==> src/rtl/fp_mul_arbiter.sv <==
// fp_mul_arbiter
//   Shares one fixed-latency pipelined FP32 multiplier among NUM_REQ requesters.
//   Operand pairs are granted round-robin and registered into the multiplier.
//   A {valid, id} shadow pipeline follows each operation, so every result is
//   routed back to the requester that issued it.
//   Each requester may have at most MAX_OUT operations in flight.
//   A drain/halt sequence empties the pipe before reconfiguration.
//
// Ports
//   clock, resetn        clock, asynchronous active-low reset
//   req_valid/a/b        per-requester operand pairs (32 bits each, packed by index)
//   req_ready            one-hot combinational grant
//   mul_issue/a/b        registered operands to the multiplier
//   mul_result           multiplier output, MUL_LATENCY cycles after mul_issue
//   rsp_valid/data       one-hot registered result, single cycle, no backpressure
//   drain_req            level request to stop accepting and flush
//   drain_done           high while halted
//   busy                 high whenever not idle
//
// state  | meaning
// IDLE   | nothing in flight, accepting requests
// RUN    | operations in flight, accepting requests
// DRAIN  | no new grants, waiting for in-flight results to return
// HALTED | pipe empty, drain_done high until drain_req drops
module fp_mul_arbiter #(
  parameter int NUM_REQ     = 4,
  parameter int MUL_LATENCY = 4,
  parameter int MAX_OUT     = 3
) (
  input  logic                  clock,
  input  logic                  resetn,
  input  logic [NUM_REQ-1:0]    req_valid,
  input  logic [32*NUM_REQ-1:0] req_a,
  input  logic [32*NUM_REQ-1:0] req_b,
  output logic [NUM_REQ-1:0]    req_ready,
  output logic                  mul_issue,
  output logic [31:0]           mul_a,
  output logic [31:0]           mul_b,
  input  logic [31:0]           mul_result,
  output logic [NUM_REQ-1:0]    rsp_valid,
  output logic [31:0]           rsp_data,
  input  logic                  drain_req,
  output logic                  drain_done,
  output logic                  busy
);

  localparam int IDW = $clog2(NUM_REQ);
  localparam int IFW = $clog2(NUM_REQ * MAX_OUT + 1);

  typedef enum logic [1:0] {IDLE, RUN, DRAIN, HALTED} state_t;

  state_t           state, state_nxt;
  logic [IDW-1:0]   rr_ptr;
  logic [IDW-1:0]   gnt_id;
  logic [IDW-1:0]   issue_id;
  logic             hs;
  logic             accepting;
  logic [NUM_REQ-1:0] eligible;
  logic [2:0]       cnt [NUM_REQ];
  logic [IFW-1:0]   inflight;
  logic [IFW-1:0]   rsp_cnt;
  logic [IFW-1:0]   pending;
  logic [MUL_LATENCY-1:0] tag_v;
  logic [IDW-1:0]   tag_id [MUL_LATENCY];

  // drain_req blocks grants in the very cycle it rises, even from IDLE/RUN.
  assign accepting = ((state == IDLE) || (state == RUN)) && !drain_req;

  always_comb begin
    for (int i = 0; i < NUM_REQ; i++)
      eligible[i] = accepting && req_valid[i] && (cnt[i] < 3'(MAX_OUT));
  end

  always_comb begin
    req_ready = '0;
    gnt_id    = '0;
    hs        = 1'b0;
    for (int k = 0; k < NUM_REQ; k++) begin
      if (!hs && eligible[(int'(rr_ptr) + k) % NUM_REQ]) begin
        hs     = 1'b1;
        gnt_id = IDW'((int'(rr_ptr) + k) % NUM_REQ);
      end
    end
    if (hs) req_ready[gnt_id] = 1'b1;
  end

  // pending excludes results being delivered this cycle, so the FSM can
  // leave RUN/DRAIN the cycle after the last response instead of one later.
  always_comb begin
    inflight = '0;
    rsp_cnt  = '0;
    for (int i = 0; i < NUM_REQ; i++) begin
      inflight = inflight + IFW'(cnt[i]);
      rsp_cnt  = rsp_cnt + IFW'(rsp_valid[i]);
    end
    pending = inflight - rsp_cnt;
  end

  always_ff @(posedge clock or negedge resetn) begin
    if (!resetn) begin
      mul_issue <= 1'b0;
      mul_a     <= '0;
      mul_b     <= '0;
      issue_id  <= '0;
      rr_ptr    <= '0;
      tag_v     <= '0;
      rsp_valid <= '0;
      rsp_data  <= '0;
      for (int k = 0; k < MUL_LATENCY; k++) tag_id[k] <= '0;
      for (int i = 0; i < NUM_REQ; i++) cnt[i] <= '0;
    end else begin
      mul_issue <= hs;
      if (hs) begin
        mul_a    <= req_a[32*gnt_id +: 32];
        mul_b    <= req_b[32*gnt_id +: 32];
        issue_id <= gnt_id;
        rr_ptr   <= (gnt_id == IDW'(NUM_REQ - 1)) ? '0 : gnt_id + 1'b1;
      end

      tag_v[0]  <= mul_issue;
      tag_id[0] <= issue_id;
      for (int k = 1; k < MUL_LATENCY; k++) begin
        tag_v[k]  <= tag_v[k-1];
        tag_id[k] <= tag_id[k-1];
      end

      rsp_valid <= '0;
      if (tag_v[MUL_LATENCY-1]) begin
        rsp_valid[tag_id[MUL_LATENCY-1]] <= 1'b1;
        rsp_data                         <= mul_result;
      end

      for (int i = 0; i < NUM_REQ; i++) begin
        if ((hs && gnt_id == IDW'(i)) && !rsp_valid[i])
          cnt[i] <= cnt[i] + 3'd1;
        else if (rsp_valid[i] && !(hs && gnt_id == IDW'(i)))
          cnt[i] <= cnt[i] - 3'd1;
      end
    end
  end

  always_ff @(posedge clock or negedge resetn) begin
    if (!resetn) state <= IDLE;
    else         state <= state_nxt;
  end

  always_comb begin
    state_nxt  = state;
    busy       = (state != IDLE);
    drain_done = (state == HALTED);
    case (state)
      IDLE: begin
        if (drain_req) state_nxt = DRAIN;
        else if (hs)   state_nxt = RUN;
      end
      RUN: begin
        if (drain_req)                  state_nxt = DRAIN;
        else if (pending == '0 && !hs)  state_nxt = IDLE;
      end
      DRAIN: begin
        if (pending == '0) state_nxt = HALTED;
      end
      HALTED: begin
        if (!drain_req) state_nxt = IDLE;
      end
      default: state_nxt = IDLE;
    endcase
  end

endmodule

==> config.mk <==
export PLATFORM = sky130hd
export DESIGN_NAME = fp_mul_arbiter
export DESIGN_NICKNAME = d
export VERILOG_FILES = /design/src/rtl/fp_mul_arbiter.sv
export SDC_FILE = /design/constraint.sdc
export NUM_CORES = 1
export LEC_CHECK = 0
export BUFFER_PORTS_ARGS = -buffer_cell sky130_fd_sc_hd__buf_2
export CAP_MARGIN = 20
export CORE_AREA = 8 8 149 151
export DETAILED_ROUTE_END_ITERATION = 12
export DIE_AREA = 0 0 157 159
export GPL_TIMING_DRIVEN = 0
export PLACE_DENSITY = 0.8
export SYNTH_ARGS = -nofsm -noshare
export SYNTH_HDL_FRONTEND = slang
export SYNTH_SLANG_ARGS = --single-unit
==> constraint.sdc <==
create_clock -name clock -period 5.8 [get_ports clock]
set_input_delay 1.16 -clock clock [delete_from_list [all_inputs] [get_ports clock]]
set_output_delay 1.16 -clock clock [all_outputs]
set_load 0.1 [all_outputs]
==> flow_summary_export.csv <==
group,metric,value,unit
outcome,status,"finished clean",
setup_path,timing_worst_setup_path_type,"primary input to primary output",
timing,worst_slew_margin_rel,61.1,%
clock_tree,tritoncts,"yes",
floorplan,chipWidth,157,um
timing,totalNegativeSetupSlack,0,ns
global_routing,grt_start_max_net_pins,82,
clock_tree,cts_max_path_buffers,2,
final_layout,postLayoutCellArea,10300,um2
power,design_internal_power,1620,uW
setup_path,critPathSlowestCell,"buf_2",
timing,final.period_utilization,84.6,%
floorplan,design.die.area,25000,um2
global_routing,grt_pass1_wl,40100,um
global_routing,grt_pass1_vias,7220,
final_layout,final_layout_size_suffix_gt1_share,53.5,%
setup_path,end_kind,"primary output",
power,seq_power_share,42.1,%
clock_tree,cts.clk_slew.worst_paths,0.06,ns
power,power.clock.fraction,47.4,%
synth,mappedNetlistArea,7380,um2
power,vdd_ir_drop_max,0.184,mV
placement,hpwlAfterDp,21500,um
power,power.switching,582,uW
power,power_per_cell_area,213,nW/um2
timing,max_clock_freq,204,MHz
setup_path,timing.critical_path.slowest_cell_delay,0.47,ns
floorplan,io_pins,402,
power,switching_part_of_the_total,26.4,%
synth,synthesis.nets,915,
placement,portBuffers,401,
timing,setup_ws,0.893,ns
detailed_routing,dr_total_vias,6448,
clock_tree,insertion_delay,0.41,ns
timing,finClkSkew,0.00921,ns
final_layout,fillCellCount,1742,
setup_path,timing.critical_path.from_type,"primary input",
clock_tree,cts.sink_count,131,
synth,yosys_register_bits,131,
worst_hold_path,hold_class,"flop to flop",
timing,max_slew.worst_pin.slew,0.583,ns
power,power_total,2210,uW
final_layout,numnets_final,1336,
clock_tree,cts_buffers,17,
final_layout,layout.cells.most_common,"buf_2",
detailed_routing,remaining_drc_errors,0,
setup_path,worst_ep_required_time,4.64,ns
floorplan,core,19800,um2
global_routing,antenna_found_initial,2,
timing,setup_viol,0,
detailed_routing,finalWirelength,26400,um
setup_path,worst-path-max-fanout,11,
synth,synth.yosys.warnings,0,
power,power.leakage,0.00532,uW
timing,unrepaired_setup_endpoints_after_global_routing,"false",
final_layout,final-seq-area,3280,um2
detailed_routing,ant_nets,0,
detailed_routing,first_iter_violations,255,
setup_path,cpMostUsedCell,"buf_2",
setup_path,cp_cell_sequence,"buf_2 > nor2_4 > and4b_1 > o221ai_1 > a21oi_1 > buf_2 > buf_2 > ha_1 > and2_1 > buf_2",
final_layout,syn_to_final_growth,40.0,%
global_routing,gr-usage-all-layers,20.9,%
synth,synth_area_per_cell,12.5,um2
synth,synth.yosys.seq_area_share,44.4,%
global_routing,grt.overflow.total,0,
clock_tree,post_cts_hold_buffers,0,
flow_run,cap_violations,0,
synth,synthesis.instances,592,
timing,maxSlewViolCount,0,
placement,setup_slack_after_placement,0.847,ns
clock_tree,post_cts_resize_count,0,
floorplan,start_util,37.2,%
final_layout,layout_common_cells,"408 x buf_2, 131 x dfrtp_1, 128 x mux2i_1",
floorplan,floorplan.die.height,159,um
placement,dpl-instance-area,9760,um2
setup_path,worst_ep_arrival_time,3.75,ns
placement,place.gp.congestion,0.929,
clock_tree,clockRootBuffer,"clkbuf_16",
clock_tree,h-tree-depth,4,
power,logic_pwr_share,10.4,%
timing,report.final.hold_viol_count,0,
detailed_routing,routedWlPerCell,20.4,um
detailed_routing,detail_route.first_pass.iterations,5,
clock_tree,cts_setup_buffers,0,
synth,netlist-cell-type-count,44,
timing,shortest_clock_period_the_worst_path_allows_after_layout,4.91,ns
detailed_routing,route.detailed.vias_per_inst,4.97,
final_layout,multiInputGateArea,3740,um2
floorplan,rows,52,
[critical path: cells and delay by family]
kind            cells  cell delay, ns
buf+inv             4            1.43
simple gates        3            0.62
compound gates      2            0.33
fa+ha+maj           1            0.22
[cells in the mapped netlist (all sizes together)]
| master | instances | area [um2] |
|---|---|---|
| dfrtp | 131 | 3280 |
| mux2i | 128 | 1280 |
| nor2 | 53 | 209 |
| a221oi | 45 | 687 |
| mux2 | 36 | 405 |
| nand2 | 36 | 135 |
| buf | 29 | 220 |
| inv | 29 | 109 |
| o221ai | 21 | 184 |
| fa | 16 | 320 |
| ha | 12 | 150 |
| clkbuf | 10 | 37.5 |
| xnor2 | 9 | 78.8 |
| xor2 | 6 | 52.6 |
| and2 | 5 | 31.3 |
| a21oi | 3 | 15.0 |
| o21ai | 3 | 15.0 |
| a21boi | 2 | 15.0 |
| and4 | 2 | 17.5 |
| nand2b | 2 | 20.0 |
| nand3 | 2 | 10.0 |
| nand4 | 2 | 27.5 |
| a21o | 1 | 7.51 |
| and3 | 1 | 6.26 |
| and3b | 1 | 8.76 |
| and4b | 1 | 10.0 |
| nand4b | 1 | 8.76 |
| nor3b | 1 | 7.51 |
| nor4b | 1 | 15.0 |
| o31ai | 1 | 7.51 |
| or2 | 1 | 6.26 |
| or4 | 1 | 7.51 |
[routing by layer]
metal  GRT usage [%]  wire length, um  up-vias
met4            6.12              450        2
met3            6.35             2190       31
met5               0               17        -
met1            22.8            10000     3101
met2            37.9            13800      308
li1                -                -     3006
[logic make-up (layout without fill, tap and decap cells)]
family | after synthesis | after routing | share of synthesized area, %
multiplexers | 164 | 164 | 22.8
AND/OR/NAND/NOR | 110 | 110 | 7.05
adder cells (fa/ha/maj) | 28 | 28 | 6.37
other | 0 | 1 | 0
flip-flops | 131 | 131 | 44.4
XOR/XNOR | 15 | 15 | 1.78
buffers and inverters | 68 | 502 | 4.96
AO/OA/AOI/OAI | 76 | 76 | 12.6
[final timing paths]
| path | start | endpoint | depth (start not counted) | slack (ns) |
|---|---|---|---|---|
| setup reg to reg | cnt[0] | state[0] | 16 | 1.61 |
| hold / removal | tag_v[1] | tag_v[2] | 0 | 0.35 |
| max in group asynchronous | resetn | mul_a[3] | 2 | 4.33 |
| hold reg to reg | tag_v[1] | tag_v[2] | 0 | 0.35 |
| setup / recovery | drain_req | req_ready[3] | 10 | 0.89 |
| min in group asynchronous | resetn | mul_a[30] | 1 | 0.69 |
[flip-flops by register name (all words and copies together) (netlist names)]
register / count
mul_a: 32
issue_id: 2
cnt: 12
rsp_valid: 4
tag_v: 4
rsp_data: 32
mul_b: 32
rr_ptr: 2
tag_id: 8
state: 2
mul_issue: 1
[area by class of cell]
| class | instances | area share (%) |
|---|---|---|
| diodes | 1 | 0.0242 |
| plain buffers | 39 | 2.49 |
| clock buffers | 18 | 4.15 |
| clock inverters | 14 | 1.37 |
| inverters | 29 | 1.05 |
| multi-input cells | 393 | 36.2 |
| flip-flops and latches | 131 | 31.7 |
| well taps | 270 | 3.27 |
| repair buffers | 402 | 19.7 |
[stage by stage]
step           utilization, %  hold WS [ns]  std cells
6_report                 52.1         0.349       1297
5_1_grt                  52.1         0.354       1297
4_1_cts                  52.1         0.351       1296
3_5_place_dp             49.2         0.336       1264
3_3_place_gp             49.0         0.331       1263
2_1_floorplan               -         0.331        592
[power by group through the flow]
stage / Sequential [uW] / Combinational [uW] / Clock, uW
after floorplan: 944 / 90.0 / 0
after global placement: 946 / 225 / 0
after detailed placement: 946 / 232 / 0
after CTS: 929 / 232 / 1080
after global routing: 931 / 250 / 1120
final: 929 / 230 / 1050
(Power assumes the default switching activity.)
